File: src/rtl/change_dispenser.sv
// rtl/change_dispenser.sv - greedy quarter/dime/nickel payout with per-coin inventory
module change_dispenser #(
  parameter int WIDTH      = 8,
  parameter int STOCK_W    = 6,
  parameter int INIT_STOCK = 10,
  parameter int MAX_STOCK  = 63
) (
  input  logic               clk,
  input  logic               reset,
  input  logic               start,
  input  logic [WIDTH-1:0]   balance,
  output logic               eject_valid,
  output logic [2:0]         eject_coin,
  input  logic               eject_ack,
  input  logic               refill,
  input  logic [2:0]         refill_coin,
  output logic               busy,
  output logic               done,
  output logic               fault,
  output logic [WIDTH-1:0]   remaining,
  output logic [STOCK_W-1:0] stock_q,
  output logic [STOCK_W-1:0] stock_d,
  output logic [STOCK_W-1:0] stock_n
);

  typedef enum logic [2:0] {IDLE, SELECT, EJECT, DONE, FAULT} state_t;

  localparam logic [2:0] COIN_Q = 3'b100;
  localparam logic [2:0] COIN_D = 3'b010;
  localparam logic [2:0] COIN_N = 3'b001;

  localparam logic [WIDTH-1:0] VAL_Q = WIDTH'(25);
  localparam logic [WIDTH-1:0] VAL_D = WIDTH'(10);
  localparam logic [WIDTH-1:0] VAL_N = WIDTH'(5);

  localparam logic [STOCK_W-1:0] STOCK_INIT = STOCK_W'(INIT_STOCK);
  localparam logic [STOCK_W-1:0] STOCK_MAX  = STOCK_W'(MAX_STOCK);
  localparam logic [STOCK_W-1:0] STOCK_ONE  = STOCK_W'(1);

  state_t             state_q, state_d;
  logic [WIDTH-1:0]   remaining_q, remaining_d;
  logic               eject_valid_q, eject_valid_d;
  logic [2:0]         eject_coin_q, eject_coin_d;
  logic [STOCK_W-1:0] qtr_q, qtr_d;
  logic [STOCK_W-1:0] dime_q, dime_d;
  logic [STOCK_W-1:0] nick_q, nick_d;

  logic               ack_fire;
  logic [2:0]         inc_vec;
  logic [2:0]         dec_vec;
  logic [WIDTH-1:0]   coin_value;

  // Refill wins against saturation only when it is not cancelled by a same-coin eject.
  function automatic logic [STOCK_W-1:0] next_stock(input logic [STOCK_W-1:0] cur,
                                                    input logic inc, input logic dec);
    if (inc && !dec) begin
      return (cur < STOCK_MAX) ? cur + STOCK_ONE : cur;
    end else if (dec && !inc) begin
      return cur - STOCK_ONE;
    end else begin
      return cur;
    end
  endfunction

  // Handshake completion, refill decode (one-hot only) and value of the coin in flight.
  always_comb begin
    ack_fire = (state_q == EJECT) && eject_valid_q && eject_ack;
    dec_vec  = ack_fire ? eject_coin_q : 3'b000;
    inc_vec  = 3'b000;
    if (refill && ((refill_coin == COIN_Q) || (refill_coin == COIN_D) || (refill_coin == COIN_N))) begin
      inc_vec = refill_coin;
    end
    case (eject_coin_q)
      COIN_Q:  coin_value = VAL_Q;
      COIN_D:  coin_value = VAL_D;
      COIN_N:  coin_value = VAL_N;
      default: coin_value = '0;
    endcase
  end

  // Inventory next-state: refills and acked ejects applied independently per denomination.
  always_comb begin
    qtr_d  = next_stock(qtr_q,  inc_vec[2], dec_vec[2]);
    dime_d = next_stock(dime_q, inc_vec[1], dec_vec[1]);
    nick_d = next_stock(nick_q, inc_vec[0], dec_vec[0]);
  end

  // Payout FSM: greedy selection against registered stock, one coin per handshake.
  always_comb begin
    state_d       = state_q;
    remaining_d   = remaining_q;
    eject_valid_d = eject_valid_q;
    eject_coin_d  = eject_coin_q;
    case (state_q)
      IDLE: begin
        if (start) begin
          remaining_d = balance;
          state_d     = SELECT;
        end
      end
      SELECT: begin
        if (remaining_q >= VAL_Q && qtr_q != '0) begin
          eject_coin_d = COIN_Q;
        end else if (remaining_q >= VAL_D && dime_q != '0) begin
          eject_coin_d = COIN_D;
        end else if (remaining_q >= VAL_N && nick_q != '0) begin
          eject_coin_d = COIN_N;
        end else begin
          eject_coin_d = 3'b000;
        end
        if (eject_coin_d != 3'b000) begin
          eject_valid_d = 1'b1;
          state_d       = EJECT;
        end else if (remaining_q == '0) begin
          state_d = DONE;
        end else begin
          state_d = FAULT;
        end
      end
      EJECT: begin
        if (ack_fire) begin
          remaining_d   = remaining_q - coin_value;
          eject_valid_d = 1'b0;
          eject_coin_d  = 3'b000;
          state_d       = SELECT;
        end
      end
      DONE:    state_d = IDLE;
      FAULT:   state_d = IDLE;
      default: state_d = IDLE;
    endcase
  end

  // State and datapath registers; reset aborts any payout without touching outputs' history.
  always_ff @(posedge clk) begin
    if (reset) begin
      state_q       <= IDLE;
      remaining_q   <= '0;
      eject_valid_q <= 1'b0;
      eject_coin_q  <= 3'b000;
      qtr_q         <= STOCK_INIT;
      dime_q        <= STOCK_INIT;
      nick_q        <= STOCK_INIT;
    end else begin
      state_q       <= state_d;
      remaining_q   <= remaining_d;
      eject_valid_q <= eject_valid_d;
      eject_coin_q  <= eject_coin_d;
      qtr_q         <= qtr_d;
      dime_q        <= dime_d;
      nick_q        <= nick_d;
    end
  end

  assign eject_valid = eject_valid_q;
  assign eject_coin  = eject_coin_q;
  assign busy        = (state_q != IDLE);
  assign done        = (state_q == DONE);
  assign fault       = (state_q == FAULT);
  assign remaining   = remaining_q;
  assign stock_q     = qtr_q;
  assign stock_d     = dime_q;
  assign stock_n     = nick_q;

endmodule

File: config.mk
export PLATFORM = sky130hd
export DESIGN_NAME = change_dispenser
export DESIGN_NICKNAME = d
export VERILOG_FILES = /design/src/rtl/change_dispenser.sv
export SDC_FILE = /design/constraint.sdc
export NUM_CORES = 1
export LEC_CHECK = 0
export CAP_MARGIN = 25
export CORE_ASPECT_RATIO = 0.9
export CORE_MARGIN = 2
export CORE_UTILIZATION = 56
export DETAILED_ROUTE_END_ITERATION = 10
export GPL_TIMING_DRIVEN = 0
export MAX_ROUTING_LAYER = met4
export PLACE_DENSITY = 0.85
export SYNTH_ARGS = -nofsm -noshare
export SYNTH_HDL_FRONTEND = slang
export SYNTH_SLANG_ARGS = --single-unit
File: constraint.sdc
create_clock -name clk -period 4.05 [get_ports clk]
set_input_delay 0.405 -clock clk [delete_from_list [all_inputs] [get_ports clk]]
set_output_delay 0.405 -clock clk [all_outputs]
set_load 0.02 [all_outputs]
# Yosys cells after proc, flatten, opt, wreduce, memory -nomap -nowiden
# Cells that the tools add are included.
dict set report word_totals {
  regBits 33
  latchBits 0
  ramBits 0
  mem_bits_ro 0
  in_bits 16
  out_inout_bits 33
  mem_count 0
}
dict set report classes {
  n_addsub 7
  multipliers 0
  div_mod_pow 0
  n_lt_le_gt_ge 6
  eq_ne 16
  shifts 0
  n_mux 29
  bitwise_logic 0
  n_reduce_logical 39
}
# cell count
set op_table {}
lappend op_table {{$mux 6} 9}
lappend op_table {{$mux 3} 9}
lappend op_table {{$add 6x1->6 const B} 3}
lappend op_table {{$lt 6x6->1 const B} 3}
lappend op_table {{$reduce_bool 6->1} 3}
lappend op_table {{$sub 6x1->6 const B} 3}
lappend op_table {{$mux 8} 2}
lappend op_table {{$pmux 8 s2} 1}
lappend op_table {{$pmux 5 s3} 1}
lappend op_table {{$eq 3x2->1 const B} 4}
lappend op_table {{$logic_and 1x1->1} 12}
lappend op_table {{$reduce_and 2->1} 5}
lappend op_table {{$reduce_bool 2->1} 5}
lappend op_table {{$eq 3x1->1 const B} 3}
lappend op_table {{$eq 3x3->1 const B} 3}
lappend op_table {{$pmux 3 s3} 1}
lappend op_table {{$ge 8x3->1 const B} 1}
lappend op_table {{$ge 8x4->1 const B} 1}
lappend op_table {{$ge 8x5->1 const B} 1}
lappend op_table {{$logic_not 8->1} 1}
lappend op_table {{$sub 8x8->8} 1}
lappend op_table {{$logic_not 1->1} 6}
lappend op_table {{$ne 2x1->1 const B} 3}
lappend op_table {{$ne 2x2->1 const B} 3}
lappend op_table {{8 further kinds} 13}

# Longest topological paths before layout
# Gate-level depths: netlist (run 1).
dict set report depth {
  depth_word 9
  ltp_mapped 10
  depth_no_buf 10
}

# Worst setup path after synthesis (run 1)
# OpenSTA, ideal clock, no wires.
dict set report synth_timing {
  path_kind {register to register}
  startpoint {reg eject_valid_q, in the netlist eject_valid}
  endpoint {reg nick_q[5], in the netlist stock_n[5]}
  setup_time_ps 123
  t_arrival_ps 2356
  required_ps 3927
  slack_ps 1571
  path_stages_with_launch 10
  path_buffers 1
  cell_sequence {dfxtp_1 and2_1 clkbuf_1 a31o_2 ha_1 a211oi_1 o21bai_1 a211o_1 o31a_1 mux2_1}
}
dict set report synth_between {
  elab_chain_len 7
}
# element line_no
set synth_rtl {}
lappend synth_rtl {{start, declared} 42} ;# logic eject_valid_q, eject_valid_d;
lappend synth_rtl {{start signal, assigned} 147} ;# eject_valid_q <= eject_valid_d;
lappend synth_rtl {{$logic_and 1x1->1 (*) (2 in series)} 67} ;# ack_fire = (state_q == EJECT) && eject_valid_q && eject_ack;
lappend synth_rtl {{$mux 3 (*)} 68} ;# dec_vec = ack_fire ? eject_coin_q : 3'b000;
lappend synth_rtl {{$logic_not 1->1} 56} ;# if (inc && !dec) begin
lappend synth_rtl {{$logic_and 1x1->1} 56}
lappend synth_rtl {{$ne 2x1->1 (no source line) / $reduce_bool 2->1 (equally long branches)} n/a}
lappend synth_rtl {{$reduce_and 2->1 (no source line)} n/a}
lappend synth_rtl {{end signal, assigned} 151} ;# nick_q <= nick_d;
lappend synth_rtl {{end, declared} 46} ;# logic [STOCK_W-1:0] nick_q, nick_d;
# Every way passes the cells marked *; elsewhere a longest branch is shown, timed or not.
# A chain may end at the register's enable or synchronous reset.

# Worst setup path in the final report (run 1)
dict set report layout_timing {
  startpoint {in eject_ack}
  endpoint {reg qtr_q[5], in the netlist stock_q[5]}
}
dict set report layout_between {
  elab_chain_len 6
}
# element line_no
set layout_rtl {}
lappend layout_rtl {{start, declared} 14} ;# input logic eject_ack,
lappend layout_rtl {{$logic_and 1x1->1 (*)} 67}
lappend layout_rtl {{$mux 3 (*)} 68}
lappend layout_rtl {{$logic_not 1->1} 56}
lappend layout_rtl {{$logic_and 1x1->1} 56}
lappend layout_rtl {{$ne 2x1->1 (no source line) / $reduce_bool 2->1 (equally long branches)} n/a}
lappend layout_rtl {{$reduce_and 2->1 (no source line)} n/a}
lappend layout_rtl {{end signal, assigned} 149} ;# qtr_q <= qtr_d;
lappend layout_rtl {{end, declared} 44} ;# logic [STOCK_W-1:0] qtr_q, qtr_d;
# Marks and branches as above.

==> metrics.txt, run 1 <==
outcome=completed; post-CTS setup buffer count=0; CTS Root Cell=clkbuf_8; hold slack=0.484 ns; synth warn=0; gr ovfl total=0; WP buf/inv=2; drt drc=0; DIE AREA=4760 sq um; Max Clk Rate=345 MHz; maximum fanout along the worst path=8; Vias=2338; Starting Density=58.0%; Layout fillers=332; final net count=377; Slew HR=59.6%; Yosys top cell area share=28.0%; I/O pins=49; crit start category=primary input; CTS Buf Count=5; Die Y=65.6 um; Post-Syn Area=2360 sq um; first-pass GRT wire length=9940 um; Yosys top cell by area=dfxtp_1; delay-heaviest family, CP=compound AO/OA/AOI/OAI gates; post-route clock period utilization=71.6%; IO Port Bufs=47; Reg clk slew, reported paths=0.07 ns; cell count after synthesis=286; syn avg cell area=8.26 sq um; area of the multi-input gates=1630 sq um; post-route cell area=3000 sq um; list of most frequent post-synthesis cells=nor2_1 (41), dfxtp_1 (33), a21oi_1 (22); drt pass-1 iters=4; area of placed instances=2890 sq um; Pwr per Cell Area=368 nW/um^2; Fin Setup TNS=0 ns; Min Clock Period, post-route=2.90 ns; Leak=1.14 nW; Die X-Extent=72.5 um; Post-synth EDFFs=0; # clock sinks=33; Critical Path Max Stage Delay=0.50 ns; synthesis-stage register bit count=33; H-tree levels=2; Vias/cell=6.01; largest net degree at the start of global routing=11; Post-synth ARST share=0%; Clock Path Buffers=2; synth unique cells=50; dominant synthesized flop cell=dfxtp_1; Post-CTS Resized=0; WP data required=4.24 ns; Antenna diodes=0; drt wl/cell=15.2 um; GPL Wtd Cong=0.855; clk_lat worst skew=0.30 ns; Final Hold Fails=0; sequential area share after synthesis=28.0%; Final Slew Violations=0; Reg2Reg Setup Slack=1.27 ns; max cap viols=0; Tot Pwr=1.10 mW; vias in the first global route=2145; Hold/Removal Path Class=register to register; RSZ-0062 raised after global routing=no; antenna violations before repair=0; Post-DP HPWL=4380 um; endpoints failing setup=0; post-synth net total=323; Setup CP Type=primary input to register; initial detailed-routing violation count=140; core region area=4070 sq um; CP Data Arrival Time=3.09 ns; VDD IR-drop max=0.302 mV; synth top area cells=dfxtp_1 (28%), ha_1 (9.0%), nor2_1 (6.5%); hold_buf cts=0; actual slew at the worst max-slew pin=0.606 ns; Reg area=661 sq um; share of cells above drive strength 1=6.16%; final wirelength=5930 um; fin util=73.5%; total track usage=27.3%; synth-to-layout area growth=26.7%; num rows=22; Critical Path Sink Type=register; CTS tree=yes; count leader, synth=nor2_1; CP cell instances=clkdlybuf4s50_1, and2_1, clkbuf_1, a31o_2, ha_1, a211oi_1, o21bai_1, a211o_1, o31a_1, mux2_1; Crit-path slowest cell=clkdlybuf4s50_1; post-route ant nets=0; Clock Skew=0.00191 ns
-- kinds of logic after synthesis --
family,count (synthesis),synth area share (%)
mux,6,2.70
simple gates,106,22.8
xor+xnor,13,4.82
fa+ha+maj,21,12.4
compound gates,88,26.3
flops,33,28.0
buf+inv,19,3.12
-- routing by layer --
metal,wire length [um],global-route usage (%)
met1,2780,37.3
met2,2730,43.0
met3,369,4.75
met4,45,4.86
met5,0,-
-- worst reg2reg max path, stage by stage (launching register included) --
cell and delay [ns]:
dfxtp_1 0.41, nor3b_2 0.29, buf_2 0.28, a31o_2 0.29, ha_1 0.27, a211oi_1 0.27, o21bai_1 0.14, a211o_1 0.30
o31a_1 0.11, mux2_1 0.31
-- layout by cell type (no fill, tap or decap), types with 2 or more instances in the layout --
cell type | synthesis | routed
a211o_1 | 11 | 11
a211oi_1 | 10 | 10
a21o_1 | 7 | 7
a21oi_1 | 22 | 22
a31o_2 | 4 | 4
buf_1 | 2 | 2
buf_2 | 2 | 2
clkbuf_1 | 5 | 5
clkbuf_8 | 0 | 7
clkdlybuf4s50_1 | 0 | 47
dfxtp_1 | 33 | 33
fa_1 | 4 | 4
ha_1 | 17 | 17
inv_1 | 10 | 10
mux2_1 | 3 | 3
mux2i_1 | 3 | 3
nand2_1 | 17 | 17
nand2b_1 | 3 | 3
nand3_1 | 6 | 6
nand4_1 | 7 | 7
nand4bb_1 | 3 | 3
nor2_1 | 41 | 41
nor2b_1 | 5 | 5
nor3_1 | 6 | 6
nor3b_1 | 2 | 2
nor4_1 | 4 | 4
o21ai_0 | 10 | 10
o21ai_2 | 3 | 3
o21bai_1 | 3 | 3
o31a_1 | 5 | 5
or3_1 | 3 | 3
or3b_2 | 2 | 2
or4_1 | 2 | 2
xnor2_1 | 13 | 13
-- where the power goes --
group          total (mW)  internal (mW)  switching (mW)
clock network       0.286          0.154           0.133
registers           0.399          0.353          0.0460
logic               0.418          0.190           0.228
-- stage by stage --
stage	worst slack (ns)	cells
detailed placement	0.898	381
CTS	1.16	389
finish	1.15	389
floorplan	1.57	286
global route	1.03	389
global placement	0.943	381
-- path summary, 6_finish.rpt --
check,start,end,depth (start not counted)
worst max register to register,state_q[1]$_SDFFE_PP0P_,stock_q[5]$_SDFFE_PP0P_,9
worst min-delay path,eject_valid$_SDFFE_PP0P_,eject_valid$_SDFFE_PP0P_,2
worst max-delay path,eject_ack,stock_q[5]$_SDFFE_PP0P_,10
worst min register to register,eject_valid$_SDFFE_PP0P_,eject_valid$_SDFFE_PP0P_,2
-- final cells by class --
type | count | share of cell area (%)
Sequential cell | 33 | 22.1
Clock buffer | 7 | 3.22
Timing Repair Buffer | 47 | 15.7
Buffer | 9 | 1.21
Multi-Input combinational cell | 234 | 54.4
Tap cell | 48 | 2.01
Inverter | 10 | 1.25
Clock inverter | 1 | 0.167
-- registers in the layout, summed over array words and instances, names as in the netlist --
signal and flops:
stock_q 6, eject_coin 3, eject_valid 1, state_q 3, remaining 8, stock_d 6
stock_n 6
Power figures use the tool's default switching activity.
==> run 2, diff against run 1 <==
--- a/config.mk
+++ b/config.mk
@@ -8,11 +8,11 @@
 export CAP_MARGIN = 25
 export CORE_ASPECT_RATIO = 0.9
 export CORE_MARGIN = 2
-export CORE_UTILIZATION = 56
+export CORE_UTILIZATION = 47
 export DETAILED_ROUTE_END_ITERATION = 10
 export GPL_TIMING_DRIVEN = 0
 export MAX_ROUTING_LAYER = met4
-export PLACE_DENSITY = 0.85
+export PLACE_DENSITY = 0.76
 export SYNTH_ARGS = -nofsm -noshare
 export SYNTH_HDL_FRONTEND = slang
 export SYNTH_SLANG_ARGS = --single-unit
==> constraint.sdc (replaced) <==
create_clock -name clk -period 2.6 [get_ports clk]
set_input_delay 0.26 -clock clk [delete_from_list [all_inputs] [get_ports clk]]
set_output_delay 0.26 -clock clk [all_outputs]
set_load 0.02 [all_outputs]
==> run 2 against run 1 <==
  * Setup slack worse by 1.1 ns
  * Via count is 0.47% lower
  * Combinational power up 60%
  * Global-route usage decreased by 4.4 points
  * Highest routed layer unchanged
  * First-iteration DRC count is 5.0% higher
  * Clock power increased by 33%
  * Wire length rose by 1.6%
==> metrics.txt, run 2 (synthesized netlist as in run 1, its figures left out) <==
CTS tree=yes; hold_buf cts=0 (unchanged); GPL Wtd Cong=0.881 (+3.1%); Vias=2327 (-0.47%); drt drc=0 (unchanged); hold slack=0.472 ns (-0.0114 ns); Setup CP Type=primary input to register; post-route clock period utilization=97.0%; Slew HR=60.8% (+1.1 points); Critical Path Max Stage Delay=0.44 ns (-0.06 ns); cell count after placement=398 (+4.5%); Crit-path slowest cell=clkdlybuf4s50_1; Clock Skew=0.00578 ns (+0.00387 ns); Hold Crit Depth=3 (+1); VDD IR-drop max=0.385 mV (+27%); outcome=completed; max cap viols=0 (unchanged); Min Clock Period, post-route=2.52 ns; antenna violations before repair=0 (unchanged); share of cells above drive strength 1=8.16% (+2.0 points); Max Clk Rate=396 MHz; Clock Path Buffers=2 (unchanged); Hold/Removal Path Class=primary input to register; R2R depth=8 (-1); Leak=1.15 nW (+0.98%); DIE AREA=5610 sq um (+18%); CP cell instances=clkdlybuf4s50_1, and2_4, a31o_2, ha_1, a211oi_1, o21bai_1, a211o_1, o31a_1, mux2_1; CP Launch Point=eject_ack; num rows=24 (+9.1%); gr ovfl total=0 (unchanged); endpoints failing setup=0 (unchanged); # clock sinks=33 (unchanged); commonest non-fill, non-tap cells in the layout=clkdlybuf4s50_1 (47), nor2_1 (41), dfxtp_1 (30); Post-DP HPWL=4410 um (+0.67%); CP Data Arrival Time=2.70 ns (-0.39 ns); H-tree levels=2 (unchanged); CTS Root Cell=clkbuf_8; Die X-Extent=78.8 um (+8.7%); Final Non-Filler Cells=408 (+4.9%); final wirelength=6020 um (+1.6%); Tot Pwr=1.67 mW (+52%); I/O pins=49 (unchanged); maximum fanout along the worst path=8 (unchanged); CTS Buf Count=5 (unchanged); first-pass GRT wire length=9790 um (-1.5%); vias in the first global route=2055 (-4.2%); Critical Path Sink Type=register; largest net degree at the start of global routing=11 (unchanged); Final Slew Violations=0 (unchanged); actual slew at the worst max-slew pin=0.589 ns (-0.0172 ns); worst flop-to-flop path endpoint=stock_d[5]$_SDFFE_PP0P_; post-route ant nets=0 (unchanged); Reg2Reg Setup Slack=0.09 ns (-1.18 ns); crit start category=primary input; Pwr per Cell Area=549 nW/um^2 (+49%); commonest non-fill, non-tap cell in the layout=clkdlybuf4s50_1; Fin Setup TNS=0 ns (unchanged); final net count=379 (+0.53%); Largest register FFs=8 (unchanged); initial detailed-routing violation count=147 (+5.0%); total track usage=22.8% (-4.4 points); Setup crit end=stock_d[5]$_SDFFE_PP0P_; WP data required=2.78 ns (-1.46 ns); hold_sp=reset; drt pass-1 iters=7 (+3); Die Y=71.3 um (+8.6%); Vias/cell=5.70 (-5.1%); Reg clk slew, reported paths=0.07 ns (about the same); core region area=4830 sq um (+19%); clk_lat worst skew=0.29 ns (about the same); Final Hold Fails=0 (unchanged); RSZ-0062 raised after global routing=yes; Starting Density=48.9% (-9.1 points); synth-to-layout area growth=29.0%; drt wl/cell=14.8 um (-3.1%); Antenna diodes=0 (unchanged); IO Port Bufs=47 (unchanged); Reg2Reg Launch Point=state_q[1]$_SDFFE_PP0P_
-- run 2: how the worst min path moves through the flow --
stage                               endpoint
floorplan           eject_valid$_SDFFE_PP0P_
global placement    eject_valid$_SDFFE_PP0P_
detailed placement  eject_valid$_SDFFE_PP0P_
CTS                  stock_q[5]$_SDFFE_PP0P_
global route         stock_n[5]$_SDFFE_PP0P_
finish               stock_q[5]$_SDFFE_PP0P_
-- run 2: routing by layer --
layer,global-route usage [%],up-vias,part of all wire (%),wire length [um]
li1,-,1181,-,-
met1,31.7,1065,48,2860
met2,33.8,72,46,2780
met3,4.41,9,5.0,303
met4,7.02,0,1.2,73
met5,-,-,0,0
-- run 2: cell type report --
type / count / area [sq um]
fillers: 431 / 1790
multi-input cells: 234 / 1650
flip-flops and latches: 33 / 664
repair buffers: 50 / 493
well taps: 65 / 81.3
clock buffers: 6 / 72.6
plain buffers: 8 / 38.8
inverters: 10 / 37.5
clock inverters: 2 / 10.0
-- run 2: power by group --
group,internal (mW),switching [mW],total [mW]
clock,0.186,0.194,0.379
combinational,0.311,0.359,0.669
sequential,0.551,0.0752,0.626
total,1.05,0.627,1.67
-- run 2: worst max-delay path, delay by kind of cell --
| family | cells | cell delay (ns) |
|---|---|---|
| buffers and inverters | 1 | 0.44 |
| and+or+nand+nor | 1 | 0.21 |
| adders and majority gates | 1 | 0.31 |
| muxes | 1 | 0.30 |
| AOI/OAI and AO/OA | 5 | 1.18 |
-- run 2: through the flow --
step | utilization, % | area [sq um] | setup WS, ns
2_1_floorplan | - | 2360 | 0.121
3_3_place_gp | 60.3 | 2920 | -0.366
3_5_place_dp | 60.3 | 2920 | -0.432
4_1_cts | 62.4 | 3020 | 0.0140
5_1_grt | 63.1 | 3050 | -0.00936
6_report | 63.1 | 3050 | 0.0770
-- run 2: timing repair --
item,in CTS,in global routing
pin swaps,0,1
resized for setup,6,4
endpoints found under the setup margin,3,3
buffers inserted,0,3
